<file path="src/rtl/shared_mem_arbiter.sv">
// Round-robin arbiter giving two MIPS cores exclusive, timed access to one
// shared memory port; each grant holds the port for ACCESS_CYCLES cycles.
module shared_mem_arbiter #(
  parameter int AW            = 32,
  parameter int DW            = 32,
  parameter int ACCESS_CYCLES = 2
) (
  input  logic          clk,
  input  logic          reset,
  input  logic          req1,
  input  logic          we1,
  input  logic [AW-1:0] a1,
  input  logic [DW-1:0] wd1,
  output logic [DW-1:0] rd1,
  output logic          ack1,
  output logic          stall1,
  input  logic          req2,
  input  logic          we2,
  input  logic [AW-1:0] a2,
  input  logic [DW-1:0] wd2,
  output logic [DW-1:0] rd2,
  output logic          ack2,
  output logic          stall2,
  output logic          mem_we,
  output logic [AW-1:0] mem_a,
  output logic [DW-1:0] mem_wd,
  input  logic [DW-1:0] mem_rd,
  output logic [1:0]    o_dbg_state
);

  // Handshake: reqN is a level held with weN/aN/wdN stable until ackN; ackN is
  // a one-cycle pulse in the IDLE cycle after the grant; stallN = reqN && !ackN.
  typedef enum logic [1:0] {
    IDLE  = 2'd0,
    BUSY1 = 2'd1,
    BUSY2 = 2'd2
  } state_t;

  localparam logic [3:0] CNT_LOAD = 4'(ACCESS_CYCLES - 1);

  state_t        r_state;
  state_t        w_next_state;
  logic [3:0]    r_cnt;
  logic          r_last2;
  logic          r_we;
  logic [AW-1:0] r_a;
  logic [DW-1:0] r_wd;
  logic [DW-1:0] r_rd1;
  logic [DW-1:0] r_rd2;
  logic          r_ack1;
  logic          r_ack2;
  logic          w_elig1;
  logic          w_elig2;
  logic          w_busy;
  logic          w_done;
  logic          w_grant1;
  logic          w_grant2;

  // A core being acked this cycle is not eligible, so it cannot be re-granted.
  assign w_elig1 = req1 && !r_ack1;
  assign w_elig2 = req2 && !r_ack2;
  assign w_busy  = (r_state != IDLE);
  assign w_done  = w_busy && (r_cnt == 4'd0);

  always_comb begin
    w_next_state = r_state;
    w_grant1     = 1'b0;
    w_grant2     = 1'b0;
    case (r_state)
      IDLE: begin
        if (w_elig1 && w_elig2) begin
          w_grant1 = r_last2;
          w_grant2 = !r_last2;
        end else begin
          w_grant1 = w_elig1;
          w_grant2 = w_elig2;
        end
        if (w_grant1)      w_next_state = BUSY1;
        else if (w_grant2) w_next_state = BUSY2;
      end
      BUSY1, BUSY2: begin
        if (r_cnt == 4'd0) w_next_state = IDLE;
      end
      default: w_next_state = IDLE;
    endcase
  end

  always_ff @(posedge clk) begin
    if (reset) begin
      r_state <= IDLE;
      r_cnt   <= 4'd0;
      r_last2 <= 1'b1;
      r_we    <= 1'b0;
      r_a     <= '0;
      r_wd    <= '0;
      r_rd1   <= '0;
      r_rd2   <= '0;
      r_ack1  <= 1'b0;
      r_ack2  <= 1'b0;
    end else begin
      r_state <= w_next_state;
      r_ack1  <= 1'b0;
      r_ack2  <= 1'b0;
      // The captured copy drives the port for the whole grant.
      if (w_grant1) begin
        r_we  <= we1;
        r_a   <= a1;
        r_wd  <= wd1;
        r_cnt <= CNT_LOAD;
      end else if (w_grant2) begin
        r_we  <= we2;
        r_a   <= a2;
        r_wd  <= wd2;
        r_cnt <= CNT_LOAD;
      end else if (w_busy && (r_cnt != 4'd0)) begin
        r_cnt <= r_cnt - 4'd1;
      end
      if (w_done) begin
        if (r_state == BUSY1) begin
          r_ack1  <= 1'b1;
          r_last2 <= 1'b0;
          if (!r_we) r_rd1 <= mem_rd;
        end else begin
          r_ack2  <= 1'b1;
          r_last2 <= 1'b1;
          if (!r_we) r_rd2 <= mem_rd;
        end
      end
    end
  end

  assign mem_we      = w_busy && r_we;
  assign mem_a       = w_busy ? r_a  : '0;
  assign mem_wd      = w_busy ? r_wd : '0;
  assign rd1         = r_rd1;
  assign rd2         = r_rd2;
  assign ack1        = r_ack1;
  assign ack2        = r_ack2;
  assign stall1      = w_elig1;
  assign stall2      = w_elig2;
  assign o_dbg_state = r_state;

endmodule

</file>
<file path="config.mk">
export PLATFORM = sky130hd
export DESIGN_NAME = shared_mem_arbiter
export DESIGN_NICKNAME = d
export VERILOG_FILES = /design/src/rtl/shared_mem_arbiter.sv
export SDC_FILE = /design/constraint.sdc
export NUM_CORES = 1
export LEC_CHECK = 0
export CAP_MARGIN = 20
export CORE_MARGIN = 1
export CORE_UTILIZATION = 28
export CTS_BUF_LIST = sky130_fd_sc_hd__clkbuf_8
export DETAILED_ROUTE_END_ITERATION = 16
export HOLD_SLACK_MARGIN = 0.15
export SYNTH_ARGS = -nofsm -noshare
export SYNTH_HDL_FRONTEND = slang
export SYNTH_SLANG_ARGS = --single-unit
</file>
<file path="constraint.sdc">
create_clock -name clk -period 3.1 [get_ports clk]
set_input_delay 0.465 -clock clk [delete_from_list [all_inputs] [get_ports clk]]
set_output_delay 0.465 -clock clk [all_outputs]
set_load 0.03 [all_outputs]
</file>
==> results_tabular.tex, run 1 <==
\begin{tabular}{lr}
\hline
Metric & Value \\
\hline
\multicolumn{2}{l}{\textbf{Flow run}} \\
Count of maximum capacitance violations & 0 \\
\multicolumn{2}{l}{\textbf{Yosys}} \\
Compound-Gate Fraction of Synth Area & 20.7\% \\
Synthesized flop and latch total & 138 \\
Synth Area in Adders & 0.850\% \\
Synth Net Count & 942 \\
Register area share after synthesis & 46.9\% \\
Post-synthesis area per instance & 7.63 um\^{}2 \\
Synth unique cells & 32 \\
Number of warnings issued by yosys & 0 \\
Dominant combinational cell family by area after synthesis & simple AND/OR/NAND/NOR gates \\
Parity-gate share of the synthesized area counting xor and xnor cells & less than 1\% \\
Cells after Synth & 772 \\
Area share of and/or/nand/nor cells after synthesis & 25.9\% \\
Mux share of post-synthesis cell area & 0\% \\
Total standard cell area after synthesis & between 0.005 and 0.006 mm\^{}2 \\
\multicolumn{2}{l}{\textbf{Pwr}} \\
P\_sw & around 0.0024 W \\
Total power divided by cell area & 679 mW/mm\^{}2 \\
Flop pwr share & approximately 34\% \\
Design Power & 0.00654 W \\
Clock network fraction of total power & 26.2\% \\
Switching power share of the total & 36.3\% \\
Leakage component of the power & 3.47 nW \\
Int Pwr & between 0.004 and 0.005 W \\
Worst IR drop on VDD & 0.316 mV \\
Combinational Power Share & 39.8\% \\
\multicolumn{2}{l}{\textbf{GRT}} \\
Vias in the first global route & roughly 6000 \\
First-pass GRT wire length & 32.8 mm \\
Maximum number of pins on one net before global-route repair & 69 \\
Met1 usage & 23.2\% \\
Met3 Use GR & under 10\% \\
Busiest layer in global routing & met2 \\
Antenna violations before repair & 0 \\
Overall routing resource usage & between 10\% and 20\% \\
Total congestion overflow after global routing & 0 \\
Met2 GRT Util & 32.4\% \\
\multicolumn{2}{l}{\textbf{Critical path}} \\
Signal arrival time at the worst endpoint & 2.21 ns \\
Critical path class & reg -> out \\
Kind of end point of the critical path & output port \\
Cell-by-cell trace of the critical path & inv\_1, ha\_2, buf\_12, nor2b\_1, clkdlybuf4s50\_1 \\
Cell with the biggest individual delay on the critical path & sky130\_fd\_sc\_hd\_\_clkdlybuf4s50\_1 \\
Highest cell delay on the worst timing path & 0.77 ns \\
R2R Setup Slk & 0.68 ns \\
Number of cells traversed by the worst register-to-register path & 8 \\
Max Fanout on Critical Path & 55 \\
Startpoint types & flip-flop \\
Data required time of the worst path & 2.63 ns \\
\multicolumn{2}{l}{\textbf{Outcome}} \\
Outcome & complete, no violations \\
\multicolumn{2}{l}{\textbf{Clock tree}} \\
Num Clock Sinks & 138 \\
CTS tree & done \\
Insertion delay of the later-clocked pin in the worst-skew pair & 0.44 ns \\
CTS Hold Buffers Added & 0 \\
Total setup buffers inserted after CTS & 0 \\
Number of levels in the clock H-tree & 4 \\
Number of gates resized after CTS & 0 \\
Number of buffers on the longest clock path & 2 \\
Clock-pin slew on the worst setup and hold paths & 0.08 ns \\
CTS buffer count & 17 \\
Buffer type at the clock tree root & sky130\_fd\_sc\_hd\_\_clkbuf\_8 \\
\multicolumn{2}{l}{\textbf{Min path}} \\
Cells on Worst Hold Path & 2 \\
Classification of the worst-slack hold path & reg -> reg \\
\multicolumn{2}{l}{\textbf{Timing}} \\
Slew @ Worst Pin & 0.818 ns \\
Minimum setup slack in the final design & 0.427 ns \\
Worst clock skew & 0.00921 ns \\
Final critical-path share of the clock period & a little under nine tenths \\
F\_max & 0.374 GHz \\
Fin Setup TNS & 0 ns \\
Final-report max-slew violation count & 0 \\
Worst slew slack as a fraction of its limit & 45.5\% \\
Hold Vio Cnt, Final & 0 \\
Setup repair after global routing missed its margin & false \\
Period minus WS final & $\sim$2.7 ns \\
Count of endpoints failing setup in the final report & 0 \\
\multicolumn{2}{l}{\textbf{Floorplan}} \\
Die Area & 0.0216 mm\^{}2 \\
Horizontal die dimension & 147 um \\
Initial cell density of the core & 28.8\% \\
Total I/O pin count & around 300 \\
Vert. Die Dim & 147 um \\
Core Area & $\sim$0.020 mm\^{}2 \\
Floorplan row count & 52 \\
\multicolumn{2}{l}{\textbf{Final layout}} \\
Final layout net count & 1211 \\
Combined area of the multi-input logic cells & around 0.0028 mm\^{}2 \\
Count of antenna diodes in the layout & 0 \\
Most frequent cells in the layout & sky130\_fd\_sc\_hd\_\_clkdlybuf4s50\_1 (299), sky130\_fd\_sc\_hd\_\_nand2\_1 (194), sky130\_fd\_sc\_hd\_\_dfxtp\_1 (138) \\
Design area & between 0.009 and 0.01 mm\^{}2 \\
Area grow syn2layout & 63.8\% \\
Area of all sequential standard cells & 0.00276 mm\^{}2 \\
Most common cell after layout, fill and taps aside & sky130\_fd\_sc\_hd\_\_clkdlybuf4s50\_1 \\
Fill count & 2058 \\
Ratio of cells with drive above 1 in the final layout & about 5.1\% \\
\multicolumn{2}{l}{\textbf{Route}} \\
Post-detailed-route count of antenna-violating nets & 0 \\
Total via count in the routed design & 6121 \\
Remaining routing DRC violations & 0 \\
Detailed Route WL & 20.9 mm \\
DR iter-0 viols & 217 \\
Count of TritonRoute iterations in the first routing pass & 4 \\
Wirelength per Cell & 15.8 um \\
Via/cell ratio & 4.63 \\
\multicolumn{2}{l}{\textbf{Placement}} \\
Gpl congestion & roughly 0.77 \\
Worst setup slack before clock tree synthesis & 0.439 ns \\
DP Area & 0.00919 mm\^{}2 \\
Count of input and output buffers & 300 \\
Final HPWL DP & around 14 mm \\
\hline
\end{tabular}
-- routing by layer --
metal / vias up / wire length [um]
met5: - / 0
met3: 23 / 1730
met4: 0 / 331
met2: 220 / 10100
li1: 3106 / -
met1: 2772 / 8820
-- cells by family (layout without fill, tap and decap cells) --
group | Yosys count | after routing
buffers and inverters | 74 | 354
AOI/OAI and AO/OA | 207 | 207
and+or+nand+nor | 348 | 348
DFF | 138 | 138
adders and majority gates | 4 | 4
xor gates and xnor gates | 1 | 1
-- state kept, by name (all words and copies together), names as in the netlist --
name         cells
r_cnt            4
o_dbg_state      2
rd2             32
r_we             1
ack1             1
r_a             32
r_last2          1
rd1             32
r_wd            32
ack2             1
-- worst max-delay path: cells and delay by family, from the launching register on --
family | cells | cell delay (ns)
adder cells (fa/ha/maj) | 1 | 0.20
AND/OR/NAND/NOR | 1 | 0.14
buffers and inverters | 3 | 1.03
flip-flops | 1 | 0.38
-- synthesized netlist by cell type, drive strengths merged --
cell	n	area (um^2)
nand2	194	728
dfxtp	138	2760
a21oi	134	671
nor2	70	263
nor2b	66	413
a211oi	64	480
clkbuf	40	150
buf	27	146
inv	7	26.3
ha	4	50.1
nor3	4	25.0
o21ai	3	15.0
and3	2	12.5
nand2b	2	12.5
nand3	2	10.0
nor3b	2	15.0
o32ai	2	17.5
a2111oi	1	8.76
a211o	1	8.76
a221oi	1	8.76
nor4	1	6.26
nor4b	1	8.76
o21a	1	7.51
or3	1	6.26
or3b	1	8.76
or4	1	7.51
or4b	1	10.0
xnor2	1	8.76
-- power by group through the flow --
stage	registers [W]	logic [W]	clock network [W]
2_1_floorplan	0.00239	0.00144	0
3_3_place_gp	0.00226	0.00262	0
3_5_place_dp	0.00227	0.00263	0
4_1_cts	0.00223	0.00264	0.00178
5_1_grt	0.00227	0.00286	0.00185
6_report	0.00223	0.00260	0.00172
-- per-stage QoR --
step                      utilization, %  instances  hold slack, ns
final                               47.2       1322           0.454
after global routing                47.2       1322           0.470
after CTS                           47.2       1322           0.457
after detailed placement            45.0       1292           0.446
after floorplan                        -        772           0.427
after global placement              45.0       1292           0.442
-- layout make-up --
class | count | area share, %
Timing Repair Buffer | 317 | 33.5
Multi-Input combinational cell | 560 | 29.3
Sequential cell | 138 | 28.6
Tap cell | 270 | 3.50
Clock buffer | 19 | 2.71
Clock inverter | 11 | 2.04
Inverter | 7 | 0.272
-- worst paths after layout --
path | start | end
min reg2reg | rd2[11] | rd2[11]
max | o_dbg_state[0] | mem_wd[19]
max reg2reg | o_dbg_state[0] | rd2[31]
min | rd2[11] | rd2[11]
Power figures use the tool's default switching activity.
==> inputs of run 2 (changes only) <==
- CORE_ASPECT_RATIO: not set -> 1.4
- PLACE_DENSITY: not set -> 0.71
==> run 2 against run 1 <==
  * Combinational power is 3% lower
  * Design area down 0.96%
  * Die area is essentially flat
  * Core utilization is 0.74 points lower
  * Sequential share of layout area grew 0.28 points
  * Final cell count is 1.1% lower
  * Register-to-register slack improved by 0.06 ns
  * Critical endpoint is now mem_a[15]
  * Highest routed layer unchanged
==> results_tabular.tex, run 2 (synthesis results as in run 1) <==
\begin{tabular}{lr}
\hline
Metric & Value \\
\hline
\multicolumn{2}{l}{\textbf{Route}} \\
Via/cell ratio & 4.72 (+1.9\%) \\
Count of TritonRoute iterations in the first routing pass & 4 (unchanged) \\
Post-detailed-route count of antenna-violating nets & 0 (unchanged) \\
Wirelength per Cell & 14.9 um (-5.9\%) \\
Detailed Route WL & 19.5 mm (-6.9\%) \\
Remaining routing DRC violations & 0 (unchanged) \\
Total via count in the routed design & 6173 (+0.85\%) \\
DR iter-0 viols & 254 (+17\%) \\
\multicolumn{2}{l}{\textbf{Critical path}} \\
Max Fanout on Critical Path & 36 (-35\%) \\
Startpoint types & flip-flop \\
Signal arrival time at the worst endpoint & 2.43 ns (+0.22 ns) \\
R2R Setup Slk & 0.74 ns (+0.06 ns) \\
Data required time of the worst path & 2.63 ns (about the same) \\
Kind of end point of the critical path & output port \\
Critical path class & reg -> out \\
Number of cells traversed by the worst register-to-register path & 8 (unchanged) \\
\multicolumn{2}{l}{\textbf{Flow run}} \\
Count of maximum capacitance violations & 0 (unchanged) \\
\multicolumn{2}{l}{\textbf{Min path}} \\
Classification of the worst-slack hold path & reg -> reg \\
Cells on Worst Hold Path & 2 (unchanged) \\
\multicolumn{2}{l}{\textbf{Clock tree}} \\
Clock-pin slew on the worst setup and hold paths & 0.08 ns (about the same) \\
Total setup buffers inserted after CTS & 0 (unchanged) \\
Number of buffers on the longest clock path & 2 (unchanged) \\
Num Clock Sinks & 138 (unchanged) \\
Buffer type at the clock tree root & sky130\_fd\_sc\_hd\_\_clkbuf\_8 \\
Number of levels in the clock H-tree & 4 (unchanged) \\
Insertion delay of the later-clocked pin in the worst-skew pair & 0.44 ns (about the same) \\
Number of gates resized after CTS & 0 (unchanged) \\
CTS Hold Buffers Added & 0 (unchanged) \\
CTS tree & done \\
CTS buffer count & 17 (unchanged) \\
\multicolumn{2}{l}{\textbf{Final layout}} \\
Area grow syn2layout & 62.2\% \\
Count of antenna diodes in the layout & 0 (unchanged) \\
Most common cell after layout, fill and taps aside & sky130\_fd\_sc\_hd\_\_clkdlybuf4s50\_1 \\
Most frequent cells in the layout & sky130\_fd\_sc\_hd\_\_clkdlybuf4s50\_1 (299), sky130\_fd\_sc\_hd\_\_nand2\_1 (194), sky130\_fd\_sc\_hd\_\_dfxtp\_1 (138) \\
Final layout net count & 1209 (-0.17\%) \\
Ratio of cells with drive above 1 in the final layout & 5.13\% (unchanged) \\
Share of the core filled with cells in the final layout & 46.5\% (-0.74 points) \\
\multicolumn{2}{l}{\textbf{Timing}} \\
Worst slew slack as a fraction of its limit & 43.7\% (-1.8 points) \\
Worst clock skew & 0.0153 ns (+0.00612 ns) \\
F\_max & 0.346 GHz (-7.6\%) \\
Final-report max-slew violation count & 0 (unchanged) \\
Fin Setup TNS & 0 ns (unchanged) \\
Period minus WS final & 2.89 ns (+0.221 ns) \\
Count of endpoints failing setup in the final report & 0 (unchanged) \\
Final critical-path share of the clock period & 93.3\% (+7.1 points) \\
Slew @ Worst Pin & 0.845 ns (+0.0268 ns) \\
Fin Hold WS & 0.454 ns (+0.000477 ns) \\
Setup repair after global routing missed its margin & false \\
Hold Vio Cnt, Final & 0 (unchanged) \\
\multicolumn{2}{l}{\textbf{Pwr}} \\
Leakage component of the power & 3.44 nW (-1.0\%) \\
Total power divided by cell area & 672 mW/mm\^{}2 (-1.0\%) \\
Worst IR drop on VDD & 0.325 mV (+2.5\%) \\
Design Power & 0.00641 W (-2.0\%) \\
\multicolumn{2}{l}{\textbf{Floorplan}} \\
Floorplan row count & 62 (+19\%) \\
Horizontal die dimension & 125 um (-15\%) \\
Die Area & 0.0216 mm\^{}2 (about the same) \\
Initial cell density of the core & 28.6\% (-0.18 points) \\
Total I/O pin count & 301 (unchanged) \\
Core Area & 0.0206 mm\^{}2 (+0.62\%) \\
Vert. Die Dim & 174 um (+18\%) \\
\multicolumn{2}{l}{\textbf{GRT}} \\
Maximum number of pins on one net before global-route repair & 74 (+7.2\%) \\
Vias in the first global route & 6076 (+1.0\%) \\
Total congestion overflow after global routing & 0 (unchanged) \\
Antenna violations before repair & 0 (unchanged) \\
Overall routing resource usage & 17.9\% (-1.7 points) \\
First-pass GRT wire length & 31.0 mm (-5.6\%) \\
\multicolumn{2}{l}{\textbf{Outcome}} \\
Outcome & complete, no violations \\
\multicolumn{2}{l}{\textbf{Placement}} \\
Count of input and output buffers & 300 (unchanged) \\
Final HPWL DP & 13.6 mm (-5.3\%) \\
Gpl congestion & 0.788 (+2.9\%) \\
\hline
\end{tabular}
[run 2: cell count changes in the layout (fill, tap and decap cells not counted), sizes merged]
cell / previous run / this run
inv: 8 / 15
clkinv: 4 / 1
clkinvlp: 1 / 2
buf: 18 / 16
bufinv: 5 / 4
clkbuf: 19 / 17
[run 2: final cells by class]
class	instances	area, um^2
Clock buffer	17	234
Fill cell	2053	11000
Inverter	7	26.3
Tap cell	256	320
Multi-Input combinational cell	560	2830
Clock inverter	15	214
Timing Repair Buffer	315	3160
Sequential cell	138	2760
[run 2: metal layers]
metal	vias to the layer above	GRT usage [%]	part of all wire, %
met3	18	5.12	6.0
met4	0	5.92	1.7
li1	3095	-	-
met1	2844	19.3	40
met5	-	0	0
met2	216	33.1	53
[run 2: path summary, 6_finish.rpt]
kind	end	from
setup / recovery	mem_a[15]	o_dbg_state[1]
hold / removal	rd2[26]	rd2[26]
setup reg to reg	rd1[8]	o_dbg_state[0]
hold reg to reg	rd2[26]	rd2[26]
[run 2: worst max-delay path, stage by stage, from the launching register on]
cell and delay, ns:
sky130_fd_sc_hd__dfxtp_1 0.31, sky130_fd_sc_hd__inv_1 0.09, sky130_fd_sc_hd__ha_2 0.43, sky130_fd_sc_hd__buf_4 0.43, sky130_fd_sc_hd__nor2b_1 0.10, sky130_fd_sc_hd__clkdlybuf4s50_1 0.62
[run 2: per-stage QoR]
stage	setup slack [ns]	instances	instance area [um^2]
6_report	0.207	1308	9550
5_1_grt	0.0210	1308	9550
4_1_cts	0.134	1308	9550
3_5_place_dp	0.503	1276	9100
3_3_place_gp	0.541	1276	9100
2_1_floorplan	0.736	772	5890
[run 2: power breakdown]
group          switching, W  total (W)  internal (W)
combinational       0.00148    0.00252       0.00104
sequential         0.000148    0.00223       0.00208
clock              0.000766    0.00167      0.000899
total               0.00240    0.00641       0.00402
